### config.mk
export PLATFORM = sky130hd
export DESIGN_NAME = ps2key_pc8001_matrix
export DESIGN_NICKNAME = d
export VERILOG_FILES = /design/src/rtl/ps2key_pc8001_matrix.sv
export SDC_FILE = /design/constraint.sdc
export NUM_CORES = 1
export LEC_CHECK = 0
export BUFFER_PORTS_ARGS = -buffer_cell sky130_fd_sc_hd__buf_4
export CAP_MARGIN = 40
export CORE_ASPECT_RATIO = 2
export CORE_MARGIN = 8
export CORE_UTILIZATION = 30
export DETAILED_ROUTE_END_ITERATION = 12
export GPL_ROUTABILITY_DRIVEN = 0
export SYNTH_ARGS = -nofsm -noshare
export SYNTH_HDL_FRONTEND = slang
export SYNTH_SLANG_ARGS = --single-unit
### constraint.sdc
create_clock -name clk_sys -period 2.73 [get_ports clk_sys]
set_input_delay 0.4095 -clock clk_sys [delete_from_list [all_inputs] [get_ports clk_sys]]
set_output_delay 0.4095 -clock clk_sys [all_outputs]
set_load 0.05 [all_outputs]
### src/rtl/ps2key_pc8001_matrix.sv
// ps2key_pc8001_matrix
//   Turns the hps_io ps2_key event word into the PC-8001 10x8 keyboard matrix
//   that pc8001m reads through its keyboard ports 00h-09h. Every press stays
//   visible for at least HOLD_CYCLES clocks. A release that arrives inside that
//   window is parked in a small FIFO and applied once the hold timer expires.
// Ports
//   clk_sys  : system clock (only clock)
//   reset_n  : synchronous active-low reset
//   ps2_key  : [10] toggle strobe, [9] press, [8] E0 prefix, [7:0] set-2 code
//   kbd_row  : matrix row selected by the CPU
//   kbd_data : active-low column bits of kbd_row (0 = key down)
//   rel_ovf  : sticky flag, a release arrived while the FIFO was full
module ps2key_pc8001_matrix #(
    parameter int HOLD_CYCLES = 1000000,
    parameter int REL_DEPTH   = 4
) (
    input  logic        clk_sys,
    input  logic        reset_n,
    input  logic [10:0] ps2_key,
    input  logic [3:0]  kbd_row,
    output logic [7:0]  kbd_data,
    output logic        rel_ovf
);
    localparam int TIMER_W = $clog2(HOLD_CYCLES + 1);
    localparam int PTR_W   = $clog2(REL_DEPTH);

    // Matrix entry: {hit, row[3:0], bit[2:0]}
    function automatic logic [7:0] km(input int r, input int b);
        return {1'b1, 4'(r), 3'(b)};
    endfunction

    function automatic logic [7:0] key_lookup(input logic [8:0] key);
        logic [7:0] res;
        case (key)
            // row 0: keypad 0-7
            9'h070: res = km(0, 0);  9'h069: res = km(0, 1);  9'h072: res = km(0, 2);  9'h07A: res = km(0, 3);
            9'h06B: res = km(0, 4);  9'h073: res = km(0, 5);  9'h074: res = km(0, 6);  9'h06C: res = km(0, 7);
            // row 1: keypad 8 9 * + . and RETURN (main and keypad Enter)
            9'h075: res = km(1, 0);  9'h07D: res = km(1, 1);  9'h07C: res = km(1, 2);  9'h079: res = km(1, 3);
            9'h071: res = km(1, 6);  9'h05A: res = km(1, 7);  9'h15A: res = km(1, 7);
            // row 2: @ A-G (backtick stands in for @)
            9'h00E: res = km(2, 0);  9'h01C: res = km(2, 1);  9'h032: res = km(2, 2);  9'h021: res = km(2, 3);
            9'h023: res = km(2, 4);  9'h024: res = km(2, 5);  9'h02B: res = km(2, 6);  9'h034: res = km(2, 7);
            // row 3: H-O
            9'h033: res = km(3, 0);  9'h043: res = km(3, 1);  9'h03B: res = km(3, 2);  9'h042: res = km(3, 3);
            9'h04B: res = km(3, 4);  9'h03A: res = km(3, 5);  9'h031: res = km(3, 6);  9'h044: res = km(3, 7);
            // row 4: P-W
            9'h04D: res = km(4, 0);  9'h015: res = km(4, 1);  9'h02D: res = km(4, 2);  9'h01B: res = km(4, 3);
            9'h02C: res = km(4, 4);  9'h03C: res = km(4, 5);  9'h02A: res = km(4, 6);  9'h01D: res = km(4, 7);
            // row 5: X Y Z [ \ ] ^(=) -
            9'h022: res = km(5, 0);  9'h035: res = km(5, 1);  9'h01A: res = km(5, 2);  9'h054: res = km(5, 3);
            9'h05D: res = km(5, 4);  9'h05B: res = km(5, 5);  9'h055: res = km(5, 6);  9'h04E: res = km(5, 7);
            // row 6: digits 0-7
            9'h045: res = km(6, 0);  9'h016: res = km(6, 1);  9'h01E: res = km(6, 2);  9'h026: res = km(6, 3);
            9'h025: res = km(6, 4);  9'h02E: res = km(6, 5);  9'h036: res = km(6, 6);  9'h03D: res = km(6, 7);
            // row 7: 8 9 :(') ; , . / _
            9'h03E: res = km(7, 0);  9'h046: res = km(7, 1);  9'h052: res = km(7, 2);  9'h04C: res = km(7, 3);
            9'h041: res = km(7, 4);  9'h049: res = km(7, 5);  9'h04A: res = km(7, 6);  9'h14A: res = km(7, 6);
            9'h051: res = km(7, 7);
            // row 8: HOME UP RIGHT INS/DEL GRPH(Alt) KANA(Caps) SHIFT CTRL
            9'h16C: res = km(8, 0);  9'h175: res = km(8, 1);  9'h174: res = km(8, 2);  9'h171: res = km(8, 3);
            9'h170: res = km(8, 3);  9'h066: res = km(8, 3);  9'h011: res = km(8, 4);  9'h111: res = km(8, 4);
            9'h058: res = km(8, 5);  9'h012: res = km(8, 6);  9'h059: res = km(8, 6);  9'h014: res = km(8, 7);
            9'h114: res = km(8, 7);
            // row 9: STOP(F10) F1-F5 SPACE ESC
            9'h009: res = km(9, 0);  9'h005: res = km(9, 1);  9'h006: res = km(9, 2);  9'h004: res = km(9, 3);
            9'h00C: res = km(9, 4);  9'h003: res = km(9, 5);  9'h029: res = km(9, 6);  9'h076: res = km(9, 7);
            default: res = 8'h00;
        endcase
        return res;
    endfunction

    // Stage 1: capture
    logic       toggle_q, ev_v_q, ev_press_q;
    logic [8:0] ev_key_q;
    // Stage 2: lookup
    logic       lk_v_q, lk_press_q;
    logic [3:0] lk_row_q;
    logic [2:0] lk_bit_q;
    logic [7:0] lk_res;
    // Stage 3: matrix, hold timer, deferred-release FIFO
    logic [7:0]         matrix_q [10];
    logic [7:0]         matrix_d [10];
    logic [TIMER_W-1:0] timer_q, timer_d;
    logic [PTR_W:0]     wr_ptr_q, wr_ptr_d, rd_ptr_q, rd_ptr_d;
    logic [6:0]         fifo_mem [REL_DEPTH];
    logic               ovf_q, ovf_d;

    logic       fifo_empty, fifo_full, timer_zero;
    logic       rel_ev, do_push, do_pop, rel_now;
    logic [6:0] pop_entry;

    assign lk_res = key_lookup(ev_key_q);

    always_ff @(posedge clk_sys) begin
        if (!reset_n) begin
            // Adopt the current strobe level so a toggle seen during reset is ignored.
            toggle_q   <= ps2_key[10];
            ev_v_q     <= 1'b0;
            ev_press_q <= 1'b0;
            ev_key_q   <= '0;
            lk_v_q     <= 1'b0;
            lk_press_q <= 1'b0;
            lk_row_q   <= '0;
            lk_bit_q   <= '0;
        end else begin
            // NOTE: state registers use non-blocking assignments so every flop samples pre-edge values.
            toggle_q <= ps2_key[10];
            ev_v_q   <= ps2_key[10] != toggle_q;
            if (ps2_key[10] != toggle_q) begin
                ev_press_q <= ps2_key[9];
                ev_key_q   <= ps2_key[8:0];
            end
            lk_v_q     <= ev_v_q && lk_res[7];   // unmapped keys vanish here
            lk_press_q <= ev_press_q;
            lk_row_q   <= lk_res[6:3];
            lk_bit_q   <= lk_res[2:0];
        end
    end

    assign fifo_empty = wr_ptr_q == rd_ptr_q;
    assign fifo_full  = (wr_ptr_q[PTR_W] != rd_ptr_q[PTR_W]) &&
                        (wr_ptr_q[PTR_W-1:0] == rd_ptr_q[PTR_W-1:0]);
    assign timer_zero = timer_q == '0;
    assign do_pop     = timer_zero && !fifo_empty;
    assign rel_ev     = lk_v_q && !lk_press_q;
    // Defer a release while a hold is running or older releases are still queued,
    // unless there is no room left, in which case it is applied at once.
    assign do_push    = rel_ev && !(timer_zero && fifo_empty) && !fifo_full;
    assign rel_now    = rel_ev && !do_push;
    assign pop_entry  = fifo_mem[rd_ptr_q[PTR_W-1:0]];

    always_comb begin
        // NOTE: every output of this block gets a default first, so no latch is inferred.
        matrix_d = matrix_q;
        timer_d  = timer_zero ? timer_q : timer_q - TIMER_W'(1);
        ovf_d    = ovf_q || (rel_ev && fifo_full);
        wr_ptr_d = wr_ptr_q + (PTR_W+1)'(do_push);
        rd_ptr_d = rd_ptr_q + (PTR_W+1)'(do_pop);
        if (do_pop)
            matrix_d[pop_entry[6:3]][pop_entry[2:0]] = 1'b0;
        if (rel_now)
            matrix_d[lk_row_q][lk_bit_q] = 1'b0;
        // Applied last so a press beats a pop aimed at the same bit.
        if (lk_v_q && lk_press_q) begin
            matrix_d[lk_row_q][lk_bit_q] = 1'b1;
            timer_d = TIMER_W'(HOLD_CYCLES);
        end
    end

    always_ff @(posedge clk_sys) begin
        if (!reset_n) begin
            matrix_q <= '{default: '0};
            timer_q  <= '0;
            wr_ptr_q <= '0;
            rd_ptr_q <= '0;
            ovf_q    <= 1'b0;
        end else begin
            matrix_q <= matrix_d;
            timer_q  <= timer_d;
            wr_ptr_q <= wr_ptr_d;
            rd_ptr_q <= rd_ptr_d;
            ovf_q    <= ovf_d;
        end
    end

    // NOTE: FIFO storage has no reset; the pointers alone define which entries are valid.
    always_ff @(posedge clk_sys) begin
        if (reset_n && do_push)
            fifo_mem[wr_ptr_q[PTR_W-1:0]] <= {lk_row_q, lk_bit_q};
    end

    always_comb begin
        kbd_data = 8'hFF;
        if (kbd_row < 4'd10)
            kbd_data = ~matrix_q[kbd_row];
    end

    assign rel_ovf = ovf_q;
endmodule
==> results of run 1 <==
[power by group]
part | switching (mW) | internal (mW)
logic | 1.02 | 0.628
registers | 0.189 | 2.49
clock network | 0.993 | 1.55
total | 2.20 | 4.67
[worst paths after layout]
kind | to | from | slack [ns]
worst max-delay path | lk_v_q | ev_key_q[3] | 0.13
worst min-delay path | toggle_q | ps2_key[10] | 0.10
worst max register to register | lk_v_q | ev_key_q[3] | 0.13
worst min register to register | lk_v_q | ev_v_q | 0.44
[sequential cells by signal (all words and copies together) (netlist names)]
| name | cells |
|---|---|
| matrix_q | 80 |
| fifo_mem | 28 |
| timer_q | 20 |
| ev_key_q | 9 |
| lk_row_q | 4 |
| lk_bit_q | 3 |
| rd_ptr_q | 3 |
| wr_ptr_q | 3 |
| ev_press_q | 1 |
| ev_v_q | 1 |
| lk_press_q | 1 |
| lk_v_q | 1 |
| rel_ovf | 1 |
| toggle_q | 1 |
[cell families after synthesis]
family | Yosys count | synth area share [%]
simple gates | 532 | 28.8
flops | 156 | 37.6
xor+xnor | 27 | 2.61
mux | 34 | 7.06
fa+ha+maj | 6 | 0.802
buf+inv | 85 | 3.94
compound gates | 274 | 19.2
[layout by cell type (no fill, tap or decap), types with 10 or more instances in the layout]
cell / Yosys / final
nand2b_1: 14 / 14
edfxtp_1: 28 / 28
a21oi_1: 58 / 57
o21ai_1: 59 / 59
nand3_1: 46 / 46
nand2_1: 149 / 149
o211ai_1: 46 / 46
and2_1: 10 / 10
inv_1: 10 / 10
or3_1: 10 / 10
nor3_1: 40 / 40
buf_4: 4 / 95
clkbuf_16: 0 / 20
xnor2_1: 14 / 14
dfxtp_1: 128 / 128
nor2_1: 158 / 158
o31ai_1: 17 / 17
o21ai_0: 31 / 31
nor2b_1: 21 / 21
mux4_2: 23 / 23
or4_1: 23 / 23
xor2_1: 13 / 13
[layout make-up]
type	instances	area share, %
Multi-Input combinational cell	873	50.2
Sequential cell	156	32.1
Timing Repair Buffer	96	6.92
Clock buffer	23	5.02
Tap cell	368	4.35
Clock inverter	8	0.945
Inverter	11	0.390
[metal layers]
metal,vias up,GRT usage [%]
met3,144,3.60
met4,0,10.4
met2,553,27.0
met1,4338,20.7
li1,4167,-
met5,-,0
==> results.yml, run 1 <==
logic_synthesis:
  syn_area_per_cell_um2: 8.12
  ys_ff_latch: 156
  synth.distinct_cells: 80
  seq_area_frac_synth_pct: 37.6
  ys_dominant_reg_cell: "dfxtp_1"
  synth_nets: 1136
  syn_inst: 1114
  yosysTopAreaCell: "dfxtp_1"
  synthArstFlopShare_pct: 0
  synth_top_area_share_pct: 28.3
  synth_commonest_cells: "158 x nor2_1, 149 x nand2_1, 128 x dfxtp_1"
  yosysMostFrequentCell: "nor2_1"
  synth_edf_count: 28
  yosys-top-cells-area: "dfxtp_1 28%, edfxtp_1 9.3%, nor2_1 6.6%"
  syn_area_um2: 9050
  ys_warn_count: 0
routing:
  ant_nets: 0
  wl_met1_um: 12200
  drt_iter0_drc: 1219
  wl_um: 30800
  wl_per_cell_um: 20.1
  top_layer: "met4"
  wl_met3_um: 2800
  first_pass_iters: 9
  viasPerCell: 5.99
  wl_met2_um: 14200
  via_count: 9202
  drc_errors: 0
floorplan:
  ioPinCount: 26
  dieWidth_um: 139
  row_count: 90
  fp.dieH_um: 262
  die-area_um2: 36300
  core_area_um2: 30000
  initial_utilization_pct: 30.2
final_layout:
  fillers: 3043
  layout-drive-gt1-share_pct: 15.4
  final_cells: 1535
  seq_area_um2: 3400
  final_core_util_pct: 35.4
  stdcell_area_um2: 10600
  multi_input_area_um2: 5320
  nNetsFinal: 1177
  area_growth_pct: 17.0
  diodes: 0
setup_path:
  cp.depth: 7
  worstPathArrival_ns: 2.89
  start_kind: "register"
  crit_fanout: 11
  path_class: "reg -> reg"
  path_delay_family: "compound AO/OA/AOI/OAI gates"
  cp_data_required_time_ns: 3.02
  crit_chain: "nand2b_1 > nor3_1 > a222oi_1 > o2111ai_1 > nor4b_1 > buf_4 > a41oi_1"
  critPathBufInv: 1
  crit_path_end_kind: "register"
  slowest_delay_ns: 0.63
  reg2regPathDepth: 7
  slowest_stage: "dfxtp_1"
placed_design:
  dp_slack_ns: 0.245
  dp.cells: 1504
  placed_cell_area_um2: 9960
  port_buffers: 25
  dp_hpwl_um: 21300
cts:
  cts.repair.resized: 0
  clkLatencyLatePin_ns: 0.45
  hold_buffers: 0
  clkSinkCount: 156
  postCtsSetupBuffers: 0
  cts_tree: "yes"
  htree_levels: 4
  cts.clk_slew.worst_paths_ns: 0.06
  cts-buffers-inserted: 17
  clockBufferDepth: 2
  root_buffer: "clkbuf_16"
job:
  maxCapViolations: 0
timing:
  final_hold_viol_count: 0
  grt_setup_unrepaired: "no"
  fin_setup_tns_ns: 0
  hold_slack_ns: 0.101
  finClkSkew_ns: 0.0165
  maxSlewHeadroom_pct: 44.6
  setup_viol: 0
  drv_slew: 0
  fmaxAchievable_mhz: 385
  period_needed_ns: 2.60
  final.setup.worst_slack_ns: 0.130
  tightest_slew_ns: 0.830
  period_share_pct: 95.2
pwr:
  max-vdd-ir-drop_uv: 588
  powerDensity_nw_per_um2: 649
  design_power_total_mw: 6.87
  power_leakage_nw: 3.53
grt:
  grt_pass1_wl_um: 48700
  grt_start_max_net_pins: 90
  antenna_found_initial: 0
  grt_pass1_vias: 8899
  overflow: 0
  grtUsageTotal_pct: 17.0
worst_hold_path:
  hp-class: "in -> reg"
  holdPathStages: 1
status:
  status: "finished clean"
Power figures use the tool's default switching activity.
==> inputs of run 2 (changes only) <==
- CELL_PAD_IN_SITES_DETAIL_PLACEMENT: default -> 1
- CELL_PAD_IN_SITES_GLOBAL_PLACEMENT: default -> 2
- PLACE_DENSITY_LB_ADDON: default -> 0.1
==> run 2 against run 1 <==
  * Worst hold slack lost 0.0046 ns
  * Global-route usage up 4.4 points
  * Critical path depth decreased by 1
  * Register-to-register slack better by 0.09 ns
  * Maximum frequency up 3.5%
  * Utilization is 0.62 points higher
  * Critical endpoint is now lk_bit_q[0]
  * Largest cell class unchanged
==> results.yml, run 2 (synthesis results as in run 1) <==
final_layout:
  nNetsFinal: 1206
  area_growth_pct: 19.1
  largest_register_ffs: 80
  diodes: 0
  final_common_cell: "nor2_1"
  fillers: 3595
  layout-drive-gt1-share_pct: 17.6
  final_core_util_pct: 36.0
  final_cells: 1564
  stdcell_area_um2: 10800
  final_cell_mix: "158 x nor2_1, 149 x nand2_1, 127 x dfxtp_1"
  regMostFlops: "matrix_q"
floorplan:
  row_count: 90
  initial_utilization_pct: 30.2
  die-area_um2: 36300
  core_area_um2: 30000
  dieWidth_um: 139
  ioPinCount: 26
  fp.dieH_um: 262
timing:
  hold_slack_ns: 0.0967
  period_share_pct: 92.0
  final_hold_viol_count: 0
  grt_setup_unrepaired: "no"
  period_needed_ns: 2.51
  tightest_slew_ns: 0.852
  maxSlewHeadroom_pct: 42.5
  fmaxAchievable_mhz: 398
  drv_slew: 0
  setup_viol: 0
  finClkSkew_ns: 0.0136
cts:
  root_buffer: "clkbuf_16"
  cts_tree: "yes"
  clkSinkCount: 156
  clockBufferDepth: 2
  clkLatencyLatePin_ns: 0.44
  htree_levels: 4
  cts.clk_slew.worst_paths_ns: 0.06
  cts-buffers-inserted: 17
  hold_buffers: 0
  postCtsSetupBuffers: 0
routing:
  drt_iter0_drc: 763
  wl_um: 38400
  first_pass_iters: 5
  wl_per_cell_um: 24.6
  ant_nets: 0
  viasPerCell: 5.88
  via_count: 9191
  drc_errors: 0
grt:
  grt_start_max_net_pins: 90
  grtUsageTotal_pct: 21.4
  use_met2_pct: 35.9
  antenna_found_initial: 0
  grt_most_used_layer: "met2"
  grt_pass1_vias: 9392
  met3_usage_pct: 3.15
  grt_pass1_wl_um: 59200
  overflow: 0
  grt.met1_usage_pct: 27.9
worst_hold_path:
  min_to: "toggle_q"
  min_from: "ps2_key[10]"
  holdPathStages: 1
  hp-class: "in -> reg"
pwr:
  power_leakage_nw: 3.66
  max-vdd-ir-drop_uv: 505
  powerDensity_nw_per_um2: 640
placed_design:
  port_buffers: 25
  dp.cells: 1533
  dp_hpwl_um: 26900
  placed_cell_area_um2: 10200
status:
  status: "finished clean"
setup_path:
  r2r-start: "ev_key_q[4]"
  crit_fanout: 10
  path_class: "reg -> reg"
  r2r_slack_ns: 0.22
  worstPathArrival_ns: 2.82
  crit_path_end_kind: "register"
  reg2regPathDepth: 6
  cp_data_required_time_ns: 3.04
  start_kind: "register"
  worstReg2RegEnd: "lk_bit_q[0]"
job:
  maxCapViolations: 0
-- run 2: worst max path at each step --
stage	startpoint	endpoint	slack, ns	depth (start not counted)
final	ev_key_q[4]	lk_bit_q[0]	0.22	6
after global routing	ev_key_q[4]	lk_v_q	0.02	7
after CTS	timer_q[0]	fifo_mem[0][2]	0.07	9
after detailed placement	timer_q[0]	fifo_mem[0][3]	0.1	9
after global placement	ev_key_q[0]	lk_v_q	0.15	6
after floorplan	kbd_row[0]	kbd_data[2]	-0.32	6
-- run 2: timing repair --
action	in CTS	in global routing
hold endpoints to repair	0	0
gates resized for setup	0	4
setup endpoints to repair	0	25
-- run 2: area by class of cell --
type | count | area, um2 | share of cell area [%]
Multi-Input combinational cell | 873 | 5340 | 49.5
Sequential cell | 156 | 3400 | 31.6
Timing Repair Buffer | 125 | 951 | 8.82
Clock buffer | 24 | 492 | 4.56
Tap cell | 368 | 460 | 4.27
Clock inverter | 7 | 90.1 | 0.836
Inverter | 11 | 41.3 | 0.383
-- run 2: critical path: stages (launching register included) --
cell	delay, ns
dfxtp_1	0.57
nand2b_1	0.39
nor2_1	0.16
a21oi_1	0.18
nor2_1	0.05
or4_1	0.58
o41a_1	0.45
-- run 2: metal layers --
layer / part of all wire (%) / up-vias / routed length [um]
li1: - / 4217 / -
met1: 45 / 4668 / 17300
met2: 48 / 263 / 18500
met3: 5.2 / 43 / 2000
met4: 1.8 / 0 / 686
met5: 0 / - / 0
-- run 2: where the power goes --
group | total (mW) | leakage (nW) | switching (mW) | internal, mW
logic | 1.80 | 2.08 | 1.11 | 0.689
clock network | 2.43 | 0.282 | 0.997 | 1.43
registers | 2.67 | 1.30 | 0.178 | 2.49
-- run 2: through the flow --
stage / setup slack, ns / power, mW / setup TNS [ns]
4_1_cts: 0.0697 / 6.94 / 0
2_1_floorplan: -0.320 / 3.87 / -1.72
3_5_place_dp: 0.0956 / 4.48 / 0
3_3_place_gp: 0.151 / 4.46 / 0
6_report: 0.218 / 6.89 / 0
5_1_grt: 0.0192 / 7.24 / 0
